### src/rtl/tic_tac_toe_pkg.sv
// Shared types and helpers for the tic-tac-toe judge and game controller.
package tic_tac_toe_pkg;

  typedef enum logic [1:0] {
    IDLE,
    CHECK,
    SCAN,
    DONE
  } judge_state_e;

  // Result encoding consumed by the game controller.
  typedef enum logic [2:0] {
    RES_NONE,
    RES_WIN_A,
    RES_WIN_B,
    RES_DRAW,
    RES_ILLEGAL
  } judge_result_e;

  // Flat bit index of cell (r,c).
  function automatic int unsigned cell_idx(int unsigned r, int unsigned c, int unsigned cols);
    return r * cols + c;
  endfunction

  // Rows, then columns, then both diagonals on square boards.
  function automatic int unsigned num_lines(int unsigned rows, int unsigned cols);
    return rows + cols + ((rows == cols) ? 2 : 0);
  endfunction

  // Collapse the judge's one-hot result flags into the controller encoding.
  function automatic judge_result_e encode_result(logic win_a, logic win_b, logic draw,
                                                  logic illegal);
    if (illegal)    return RES_ILLEGAL;
    else if (win_a) return RES_WIN_A;
    else if (win_b) return RES_WIN_B;
    else if (draw)  return RES_DRAW;
    else            return RES_NONE;
  endfunction

endpackage

### src/rtl/judge_board_if.sv
// Request/result bundle between make_turn's board outputs and the judge.
interface judge_board_if
  import tic_tac_toe_pkg::*;
#(
  parameter int unsigned ROWS = 3,
  parameter int unsigned COLS = 3
);
  localparam int unsigned NL = num_lines(ROWS, COLS);
  localparam int unsigned LW = $clog2(NL);

  logic                 req;
  logic                 ready;
  logic [ROWS*COLS-1:0] board_a;
  logic [ROWS*COLS-1:0] board_b;
  logic                 valid;
  logic                 win_a;
  logic                 win_b;
  logic                 draw;
  logic                 illegal;
  logic [LW-1:0]        win_line;

  modport master (
    output req, board_a, board_b,
    input  ready, valid, win_a, win_b, draw, illegal, win_line
  );

  modport slave (
    input  req, board_a, board_b,
    output ready, valid, win_a, win_b, draw, illegal, win_line
  );
endinterface

### src/rtl/line_mask_rom.sv
// Combinational map from winning-line index to its cell mask.
module line_mask_rom
  import tic_tac_toe_pkg::*;
#(
  parameter  int unsigned ROWS = 3,
  parameter  int unsigned COLS = 3,
  localparam int unsigned NL   = num_lines(ROWS, COLS),
  localparam int unsigned LW   = $clog2(NL)
) (
  input  logic [LW-1:0]        line_idx,
  output logic [ROWS*COLS-1:0] mask
);

  logic [31:0] li;

  // Set every cell that lies on the selected row, column or diagonal.
  always_comb begin
    li   = 32'(line_idx);
    mask = '0;
    for (int unsigned r = 0; r < ROWS; r++) begin
      for (int unsigned c = 0; c < COLS; c++) begin
        if (li == r || li == ROWS + c) mask[cell_idx(r, c, COLS)] = 1'b1;
        if (ROWS == COLS) begin
          if (r == c && li == ROWS + COLS)                mask[cell_idx(r, c, COLS)] = 1'b1;
          if (c == COLS - 1 - r && li == ROWS + COLS + 1) mask[cell_idx(r, c, COLS)] = 1'b1;
        end
      end
    end
  end

endmodule

### src/rtl/judge_board.sv
// Judges a latched board pair one winning line per clock.
module judge_board
  import tic_tac_toe_pkg::*;
#(
  parameter int unsigned ROWS = 3,
  parameter int unsigned COLS = 3
) (
  input logic           clk,
  input logic           reset,
  judge_board_if.slave  bus
);

  localparam int unsigned N  = ROWS * COLS;
  localparam int unsigned NL = num_lines(ROWS, COLS);
  localparam int unsigned LW = $clog2(NL);
  localparam logic [LW-1:0] LAST_LINE = LW'(NL - 1);

  judge_state_e  state_q, state_d;
  logic [N-1:0]  a_q, a_d, b_q, b_d;
  logic [LW-1:0] line_idx_q, line_idx_d;
  logic          ready_q, ready_d, valid_q, valid_d;
  logic          win_a_q, win_a_d, win_b_q, win_b_d;
  logic          draw_q, draw_d, illegal_q, illegal_d;
  logic [LW-1:0] win_line_q, win_line_d;
  logic [N-1:0]  line_mask;

  line_mask_rom #(.ROWS(ROWS), .COLS(COLS)) u_rom (
    .line_idx (line_idx_q),
    .mask     (line_mask)
  );

  // Next-state and next-output logic for the accept/check/scan/report sequence.
  always_comb begin
    state_d    = state_q;
    a_d        = a_q;
    b_d        = b_q;
    line_idx_d = line_idx_q;
    ready_d    = ready_q;
    valid_d    = 1'b0;
    win_a_d    = win_a_q;
    win_b_d    = win_b_q;
    draw_d     = draw_q;
    illegal_d  = illegal_q;
    win_line_d = win_line_q;
    unique case (state_q)
      IDLE: begin
        if (bus.req && ready_q) begin
          a_d        = bus.board_a;
          b_d        = bus.board_b;
          win_a_d    = 1'b0;
          win_b_d    = 1'b0;
          draw_d     = 1'b0;
          illegal_d  = 1'b0;
          win_line_d = '0;
          ready_d    = 1'b0;
          state_d    = CHECK;
        end
      end
      CHECK: begin
        if ((a_q & b_q) != '0) begin
          illegal_d = 1'b1;
          valid_d   = 1'b1;
          state_d   = DONE;
        end else begin
          line_idx_d = '0;
          state_d    = SCAN;
        end
      end
      SCAN: begin
        if ((a_q & line_mask) == line_mask) begin
          win_a_d    = 1'b1;
          win_line_d = line_idx_q;
          valid_d    = 1'b1;
          state_d    = DONE;
        end else if ((b_q & line_mask) == line_mask) begin
          win_b_d    = 1'b1;
          win_line_d = line_idx_q;
          valid_d    = 1'b1;
          state_d    = DONE;
        end else if (line_idx_q == LAST_LINE) begin
          draw_d  = &(a_q | b_q);
          valid_d = 1'b1;
          state_d = DONE;
        end else begin
          line_idx_d = line_idx_q + 1'b1;
        end
      end
      DONE: begin
        ready_d = 1'b1;
        state_d = IDLE;
      end
      default: state_d = IDLE;
    endcase
  end

  // State and registered outputs; reset aborts any judgement in flight.
  always_ff @(posedge clk or negedge reset) begin
    if (!reset) begin
      state_q    <= IDLE;
      a_q        <= '0;
      b_q        <= '0;
      line_idx_q <= '0;
      ready_q    <= 1'b1;
      valid_q    <= 1'b0;
      win_a_q    <= 1'b0;
      win_b_q    <= 1'b0;
      draw_q     <= 1'b0;
      illegal_q  <= 1'b0;
      win_line_q <= '0;
    end else begin
      state_q    <= state_d;
      a_q        <= a_d;
      b_q        <= b_d;
      line_idx_q <= line_idx_d;
      ready_q    <= ready_d;
      valid_q    <= valid_d;
      win_a_q    <= win_a_d;
      win_b_q    <= win_b_d;
      draw_q     <= draw_d;
      illegal_q  <= illegal_d;
      win_line_q <= win_line_d;
    end
  end

  assign bus.ready    = ready_q;
  assign bus.valid    = valid_q;
  assign bus.win_a    = win_a_q;
  assign bus.win_b    = win_b_q;
  assign bus.draw     = draw_q;
  assign bus.illegal  = illegal_q;
  assign bus.win_line = win_line_q;

endmodule
### src/flat_wrapper.sv
// flat-port wrapper written by rule: the top's interface ports become plain ports
module judge_board_flat import tic_tac_toe_pkg::*;
#(
  parameter int unsigned ROWS = 3,
  parameter int unsigned COLS = 3
)
  (clk, reset, bus_req, bus_board_a, bus_board_b, bus_ready, bus_valid, bus_win_a, bus_win_b, bus_draw, bus_illegal, bus_win_line);
  judge_board_if #(.ROWS(ROWS), .COLS(COLS)) bus_i ();
  input logic clk;
  input logic reset;
  input wire logic [$bits(bus_i.req)-1:0] bus_req;
  input wire logic [$bits(bus_i.board_a)-1:0] bus_board_a;
  input wire logic [$bits(bus_i.board_b)-1:0] bus_board_b;
  output wire logic [$bits(bus_i.ready)-1:0] bus_ready;
  output wire logic [$bits(bus_i.valid)-1:0] bus_valid;
  output wire logic [$bits(bus_i.win_a)-1:0] bus_win_a;
  output wire logic [$bits(bus_i.win_b)-1:0] bus_win_b;
  output wire logic [$bits(bus_i.draw)-1:0] bus_draw;
  output wire logic [$bits(bus_i.illegal)-1:0] bus_illegal;
  output wire logic [$bits(bus_i.win_line)-1:0] bus_win_line;
  assign bus_i.req = bus_req;
  assign bus_i.board_a = bus_board_a;
  assign bus_i.board_b = bus_board_b;
  assign bus_ready = bus_i.ready;
  assign bus_valid = bus_i.valid;
  assign bus_win_a = bus_i.win_a;
  assign bus_win_b = bus_i.win_b;
  assign bus_draw = bus_i.draw;
  assign bus_illegal = bus_i.illegal;
  assign bus_win_line = bus_i.win_line;
  judge_board #(.ROWS(ROWS), .COLS(COLS)) u_core (.clk(clk), .reset(reset), .bus(bus_i));
endmodule
### config.mk
export PLATFORM = sky130hd
export DESIGN_NAME = judge_board_flat
export DESIGN_NICKNAME = d
export VERILOG_FILES = /design/src/rtl/tic_tac_toe_pkg.sv /design/src/rtl/judge_board_if.sv /design/src/rtl/line_mask_rom.sv /design/src/rtl/judge_board.sv /design/src/flat_wrapper.sv
export SDC_FILE = /design/constraint.sdc
export NUM_CORES = 1
export LEC_CHECK = 0
export CORE_UTILIZATION = 53
export DETAILED_ROUTE_END_ITERATION = 6
export PLACE_DENSITY = 0.83
export SYNTH_ARGS = -nofsm -noshare
export SYNTH_HDL_FRONTEND = slang
export SYNTH_SLANG_ARGS = --single-unit
### constraint.sdc
create_clock -name clk -period 2.5 [get_ports clk]
set_input_delay 0.375 -clock clk [delete_from_list [all_inputs] [get_ports clk]]
set_output_delay 0.375 -clock clk [all_outputs]
set_load 0.03 [all_outputs]
# ---- Word-level counts from Yosys, hierarchy flattened
# Index checks and enable logic that the tools add are counted.
dict set report classes {
  n_reduce_logical 27
  bitwise 4
  n_addsub 1
  n_mux 48
  n_eq_ne 23
}
# operator n
set op_table {}
lappend op_table {{two-way mux 1 bit} 28}
lappend op_table {{AND 9 bit} 3}
lappend op_table {{two-way mux 3 bit} 7}
lappend op_table {{equality test 9 bit} 2}
lappend op_table {{equality test 3 bit, second input constant} 4}
lappend op_table {{one-hot mux 1 bit (2 select lines)} 6}
lappend op_table {{one-hot mux 3 bit (2 select lines)} 2}
lappend op_table {{inequality test 2 x 1 -> 1 bit, second input constant} 5}
lappend op_table {{AND reduction 5 bit} 2}
lappend op_table {{logical OR 1 bit} 9}
lappend op_table {{OR 9 bit} 1}
lappend op_table {{AND reduction 3 bit} 3}
lappend op_table {{AND reduction 9 bit} 1}
lappend op_table {{nonzero test 9 bit} 1}
lappend op_table {{two-way mux 2 bit} 4}
lappend op_table {{inequality test 2 bit, second input constant} 4}
lappend op_table {{one-hot mux 2 bit (4 select lines)} 1}
lappend op_table {{nonzero test 2 bit} 4}
lappend op_table {{equality test 3 x 2 -> 1 bit, second input constant} 2}
lappend op_table {{AND reduction 2 bit} 3}
lappend op_table {{equality test 2 bit, second input constant} 2}
lappend op_table {{inequality test 4 x 1 -> 1 bit, second input constant} 1}
lappend op_table {{AND reduction 4 bit} 1}
lappend op_table {{adder 3 x 1 -> 3 bit, second input constant} 1}
lappend op_table {{other kinds (6)} 6}
dict set report word_totals {
  inputBits 21
  reg_bits 32
  out_inout_bits 9
  wordCells 114
}

# ---- Depth between registers and ports, before layout
# Gate-level depths: netlist (run 1).
dict set report logic_depth {
  ltp_word 10
  depth_mapped 10
  mapped_depth_nobuf 8
}

# ---- By module
# Synthesis (run 1) repeated with hierarchy kept, for this count alone.
dict set report unflattened {
  hier_cells 186
  hier_area_um2 1859.3
}
# module instances area_each_um2 cells_each
set by_module_without_submodules {}
lappend by_module_without_submodules {judge_board 1 1765.4 171}
lappend by_module_without_submodules {line_mask_rom 1 93.8 15}

# ---- Worst setup path after synthesis (run 1)
# Ideal clock, no wire load.
dict set report synth_timing {
  path_kind {reg2reg}
  start {register u_core.line_idx_q[0]}
  end {register u_core.state_q[1]}
  path_stages_with_launch 10
  slack_ns 0.371
  required_time_ns 2.372
  n_path_buf 1
  arrival_ns 2.001
  path_cell_list {dfrtp_1 > ha_1 > ha_1 > nor2_1 > a21oi_1 > a21oi_1 > nand4_1 > buf_2 > a32oi_2 > mux2_1}
}
dict set report synth_between {
  elab_chain_cells 10
  word_cells_on_any_way 41
  cone_classes {eq/ne: 10; mux: 18; bitwise: 2; reduce/logical: 11}
}
# item line_no
set synth_lines {}
lappend synth_lines {{from (decl)} judge_board.sv:20} ;# logic [LW-1:0] line_idx_q, line_idx_d;
lappend synth_lines {{from (signal assigned)} judge_board.sv:114} ;# line_idx_q <= line_idx_d;
lappend synth_lines {{equality test 3 x 1 -> 1 bit or equality test 3 bit (tied branches)} line_mask_rom.sv:22} ;# if (li == r || li == ROWS + c) mask[cell_idx(r, c, COLS)] = 1'b1;
lappend synth_lines {{logical OR 1 bit} line_mask_rom.sv:22}
lappend synth_lines {{two-way mux 1 bit} line_mask_rom.sv:22}
lappend synth_lines {{two-way mux 1 bit} line_mask_rom.sv:24} ;# if (r == c && li == ROWS + COLS) mask[cell_idx(r, c, COLS)] = 1'b1;
lappend synth_lines {{two-way mux 1 bit} line_mask_rom.sv:25} ;# if (c == COLS - 1 - r && li == ROWS + COLS + 1) mask[cell_idx(r, c, COLS)] = 1'b1;
lappend synth_lines {{AND 9 bit} judge_board.sv:75} ;# end else if ((b_q & line_mask) == line_mask) begin
lappend synth_lines {{equality test 9 bit} judge_board.sv:75}
lappend synth_lines {{two-way mux 2 bit} judge_board.sv:75}
lappend synth_lines {{two-way mux 2 bit} judge_board.sv:70} ;# if ((a_q & line_mask) == line_mask) begin
lappend synth_lines {{one-hot mux 2 bit (4 select lines)} judge_board.sv:45} ;# unique case (state_q)
lappend synth_lines {{to (signal assigned)} judge_board.sv:111} ;# state_q <= state_d;
lappend synth_lines {{to (decl)} judge_board.sv:18} ;# judge_state_e state_q, state_d;
# Several ways; a longest one is shown, not always the timed one.
# A chain may end at the register's enable or synchronous reset.

# ---- Final worst setup path (run 1)
# Same ends and word-level chain as after synthesis.

==> results.toml, run 1 <==
[status]
outcome = "completed"

[detailed_routing]
drt_wl_total_microns = 3850
wl_per_cell_microns = 15.0
first_pass_iters = 4
vias = 1496
viasPerCell = 5.82
drtIter0Drc = 86
antenna_left = 0
drc = 0

[worst_setup_path]
critical_path.max_stage_delay_ps = 470
critPathCaptureType = "register"
r2r_cells = 8
start_kind = "register"
critPathArrivalTime_ps = 2560
crit_chain = "ha_1 -> ha_1 -> nor2_1 -> a21oi_1 -> a21oi_1 -> nand4_1 -> a32oi_2 -> mux2_1"
r2r_start = "u_core.line_idx_q[0]"
r2r-end = "u_core.state_q[1]"
critPathMaxFanout = 7
r2r_slack_ps = 170
slowest_stage = "dfrtp_2"
cp.required_ps = 2730
crit_type = "reg2reg"

[place]
place_congestion = 0.862
dp_cells = 249
place_ws_ps = 194
postPlaceCellArea_sq_mm = 0.00221
io_buffer_count = 29
place_hpwl_microns = 2890

[clock_network]
cts_root_buf = "clkbuf_4"
cts_buffers = 5
clockBufferDepth = 2
clk_latency_ps = 330
clkTransAtPathRegs_ps = 100
htreeDepth = 2
postCtsHoldBufs = 0
cts.sinks = 32
cts_tree = "built"

[die]
core_sq_mm = 0.00334
pin_count = 30
die_w_microns = 61.1
die_area_sq_mm = 0.00373
start_util_pct = 55.5
fp.dieH_microns = 61.1
fp-row-count = 21

[yosys]
avgSynthCellArea_sq_um = 10.6
synth_top_flop_cell = "dfrtp_1"
synthTopCellsByCount = "dfrtp_1, mux2_2, ha_1, inv_1"
mappedNetlistArea_sq_mm = 0.00185
syn_inst = 174
yosys.area.top_type = "dfrtp_1"
seq_area_frac_synth_pct = 43.3
synth_edf_count = 0
synth_top_area_share_pct = 41.9
synthDistinctLibCells = 43
synth.area.top_cells = "dfrtp_1, mux2_2, ha_1"
synthArstFlopShare_pct = 100
synthesis.nets = 207
synth_seq_cells = 32
yosys_warnings = 0
synthMostInstantiatedCell = "dfrtp_1"

[power_and_ir_drop]
peakVddDrop_mv = 0.637
clockPowerShare_pct = 15.9
seq_power_share_pct = 35.6
internal_power_mw = 1.67
p_leak_nw = 0.964
p_sw_mw = 1.12
power.density_mw_per_mm2 = 1210
pwr-share-comb_pct = 48.6
sw_frac_of_total_pct = 40.1
total_power_mw = 2.79

[cells_and_area]
nFillCells = 270
drive_gt1_share_pct = 18.5
stdcell_count = 257
fin_area_sq_mm = 0.00231
nets = 243
syn_to_final_growth_pct = 24.6
diodes = 0
postLayoutCoreUtil_pct = 69.1

[global_routing]
grt_pass1_vias = 1438
grt_pass1_wl_microns = 6290
gr-total-overflow = 0
grt_max_degree = 33
antenna_found_initial = 0
grt_usage_pct = 23.3

[timing]
setup_viol = 0
tightest_slew_ps = 420
relSlewSlack_pct = 72.0
period_share_pct = 93.3
fin_crit_ps = 2330
skew_ps = 9.36
hold_ws_ps = 423
hold_viol = 0
fmax_mhz = 429
setup_ws_ps = 168
fin_setup_tns_ps = 0
rsz0062_at_grt = "false"
slew_viol_final = 0

[run]
drv_cap = 0

[hold_path]
worstHoldPathType = "in2async"
[layout make-up]
type / instances / area (sq um) / share of cell area [%]
flip-flops and latches: 32 / 803 / 34.8
repair buffers: 36 / 343 / 14.9
well taps: 46 / 57.6 / 2.50
clock inverters: 1 / 30.0 / 1.30
inverters: 12 / 45.0 / 1.95
multi-input cells: 123 / 962 / 41.7
clock buffers: 7 / 65.1 / 2.82
[logic make-up after synthesis]
| family | synth area share (%) |
|---|---|
| fa+ha+maj | 8.11 |
| buf+inv | 4.80 |
| compound gates | 18.1 |
| flops | 43.3 |
| simple gates | 12.0 |
| mux | 13.7 |
[flip-flops by register name, indices dropped and copies added (netlist names), 2 cells and up]
register             cells
u_core.b_q               9
u_core.a_q               9
u_core.bus.win_line      3
u_core.line_idx_q        3
u_core.state_q           2
[power by group through the flow]
stage                     clock network, mW  logic [mW]  registers (mW)
after global routing                  0.478        1.49            1.03
after floorplan                           0       0.915            1.02
after global placement                    0        1.28           0.982
final                                 0.442        1.35           0.991
after detailed placement                  0        1.33           0.996
after CTS                             0.450        1.34           0.985
[worst max path at each step]
stage / from / to / slack, ps / cells after the start
finish: u_core.line_idx_q[0] / u_core.state_q[1] / 170 / 8
CTS: u_core.line_idx_q[0] / u_core.line_idx_q[0] / 130 / 8
global route: u_core.line_idx_q[0] / u_core.state_q[1] / 4 / 8
floorplan: u_core.line_idx_q[0] / u_core.state_q[1] / 370 / 9
global placement: u_core.line_idx_q[0] / u_core.line_idx_q[0] / 280 / 8
detailed placement: u_core.line_idx_q[0] / u_core.line_idx_q[2] / 190 / 8
[layer usage]
metal	track usage, %	part of all wire [%]	vias up
li1	-	-	722
met1	26.8	44	712
met2	38.2	49	48
met3	7.14	4.7	14
met4	13.6	2.8	0
met5	0	0	-
[what timing repair did]
action	in CTS	in global routing
resized for setup	0	3
endpoints found under the setup margin	0	7
hold endpoints to repair	0	0
buffers inserted	0	0
[layout by cell type, fill, tap and decap left out, drive strengths merged, types with 2 or more instances in the layout]
cell type	count
inv	12
ha	12
nand3	2
a21oi	11
nand2b	3
clkbuf	7
nand2	11
o311ai	3
nor3b	4
mux2i	4
buf	7
clkdlybuf4s50	29
dfrtp	31
nor3	3
o22ai	7
nor2	10
o22a	4
nand4	5
nor2b	2
mux2	19
o21ai	3
a221o	3
[worst max-delay path, delay by kind of cell, from the launching register on]
| family | cells | cell delay [ps] |
|---|---|---|
| and+or+nand+nor | 2 | 370 |
| AOI/OAI and AO/OA | 3 | 540 |
| DFF | 1 | 470 |
| muxes | 1 | 340 |
| adders and majority gates | 2 | 500 |
Note: power is estimated with default switching activity, not from simulation.
==> run 2, diff against run 1 <==
--- a/constraint.sdc
+++ b/constraint.sdc
@@ -3,2 +3,2 @@
 set_output_delay 0.375 -clock clk [all_outputs]
-set_load 0.03 [all_outputs]
+set_load 0.1 [all_outputs]
==> results.toml, run 2 (synthesis results as in run 1) <==
[detailed_routing]
vias = 1498
wl_per_cell_microns = 15.5
viasPerCell = 5.83
drc = 0
drt_wl_total_microns = 3970
first_pass_iters = 5
antenna_left = 0
drtIter0Drc = 157

[cells_and_area]
nFillCells = 262
drive_gt1_share_pct = 22.7
multiInputGateArea_sq_um = 961
reg_top3 = "u_core.a_q: 9 flops, u_core.b_q: 9 flops"
mostFrequentLayoutCells = "dfrtp_1, clkdlybuf4s50_1, mux2_2, buf_4"
regArea_sq_um = 803
fin_area_sq_mm = 0.00228
final_common_cell = "dfrtp_1"
syn_to_final_growth_pct = 23.3
nets = 243
diodes = 0

[place]
place_congestion = 0.896
io_buffer_count = 29
postPlaceCellArea_sq_mm = 0.00218
place_hpwl_microns = 2990

[worst_setup_path]
critPathCaptureType = "register"
r2r_slack_ps = 190
critPathMostFrequentCell = "ha_1"
crit_type = "reg2reg"
slowest_stage = "dfrtp_2"
crit_chain = "ha_1 -> ha_1 -> inv_1 -> o22ai_1 -> nor3_1 -> nand4_1 -> and2_2 -> a221o_1"
critical_path.max_stage_delay_ps = 460
r2r_cells = 8
start_kind = "register"
r2r_start = "u_core.line_idx_q[0]"
critPathArrivalTime_ps = 2540
cp.required_ps = 2730
critPathMaxFanout = 8
r2r-end = "u_core.line_idx_q[0]"

[power_and_ir_drop]
sw_frac_of_total_pct = 45.7
internal_power_mw = 1.64
power.density_mw_per_mm2 = 1330
seq_power_share_pct = 33.1
p_sw_mw = 1.38
pwr-share-comb_pct = 52.2
p_leak_nw = 0.976
peakVddDrop_mv = 0.630
clockPowerShare_pct = 14.7

[die]
fp.dieH_microns = 61.1
pin_count = 30
start_util_pct = 55.5
core_sq_mm = 0.00334
fp-row-count = 21
die_w_microns = 61.1
die_area_sq_mm = 0.00373

[clock_network]
cts_root_buf = "clkbuf_4"
postCtsHoldBufs = 0
ctsResizeCount = 0
cts_setup_buffers = 0
cts.sinks = 32
cts_buffers = 5
clockBufferDepth = 2
clk_latency_ps = 340
cts_tree = "built"
clkTransAtPathRegs_ps = 110
htreeDepth = 2

[timing]
relSlewSlack_pct = 71.3
fmax_mhz = 433
fin_crit_ps = 2310
period_share_pct = 92.4
skew_ps = 9.69
tightest_slew_ps = 429
hold_viol = 0
slew_viol_final = 0
setup_viol = 0
rsz0062_at_grt = "false"
fin_setup_tns_ps = 0

[global_routing]
gr-total-overflow = 0
antenna_found_initial = 0
grt_pass1_wl_microns = 6710
grt_max_degree = 33
grt_usage_pct = 24.9
grt_pass1_vias = 1466

[run]
drv_cap = 0

[status]
outcome = "completed"

[hold_path]
worstHoldPathType = "in2async"
==> run 2: power groups by stage <==
stage	clock network (mW)	logic (mW)	registers, mW
final	0.445	1.58	1.00
after global routing	0.477	1.71	1.04
after CTS	0.454	1.58	0.995
after detailed placement	0	1.56	1.00
after global placement	0	1.51	0.984
after floorplan	0	0.916	1.26
==> run 2: critical path, delay by kind of cell, from the launching register on <==
| family | cells | cell delay, ps |
|---|---|---|
| adder cells (fa/ha/maj) | 2 | 460 |
| AO/OA/AOI/OAI | 2 | 440 |
| buffers and inverters | 1 | 100 |
| AND/OR/NAND/NOR | 3 | 740 |
| flip-flops | 1 | 460 |
==> run 2: cell type report <==
class / instances / area share [%]
clock buffers: 7 / 2.85
clock inverters: 1 / 1.32
inverters: 12 / 1.97
multi-input cells: 123 / 42.1
flip-flops and latches: 32 / 35.2
well taps: 46 / 2.52
repair buffers: 36 / 14.0
==> run 2: how the worst max path moves through the flow <==
| stage | startpoint | to | slack, ps | cells after the start |
|---|---|---|---|---|
| 2_1_floorplan | u_core.line_idx_q[0] | u_core.state_q[1] | 370 | 9 |
| 3_3_place_gp | u_core.line_idx_q[0] | u_core.line_idx_q[0] | 280 | 8 |
| 3_5_place_dp | u_core.line_idx_q[0] | u_core.line_idx_q[0] | 170 | 8 |
| 4_1_cts | u_core.line_idx_q[0] | u_core.line_idx_q[0] | 160 | 8 |
| 5_1_grt | u_core.line_idx_q[1] | u_core.line_idx_q[1] | 20 | 8 |
| 6_report | u_core.line_idx_q[0] | u_core.line_idx_q[0] | 190 | 8 |
==> run 2: metal layers <==
layer | wire, microns | share of wire [%] | track usage [%] | vias to the layer above
met2 | 2060 | 52 | 41.5 | 48
met5 | 0 | 0 | 0 | -
met1 | 1640 | 41 | 30.9 | 722
met4 | 104 | 2.6 | 13.3 | 0
met3 | 176 | 4.4 | 4.20 | 11
li1 | - | - | - | 717
==> run 2: through the flow <==
stage | setup WS (ps) | util, % | power [mW] | cells | hold WS [ps]
CTS | 164 | 68.3 | 3.02 | 257 | 423
finish | 190 | 68.4 | 3.03 | 257 | 401
detailed placement | 174 | 65.5 | 2.56 | 249 | 487
global route | 18.7 | 68.4 | 3.23 | 257 | 452
global placement | 276 | 65.5 | 2.49 | 249 | 475
floorplan | 371 | - | 2.18 | 174 | 79.4
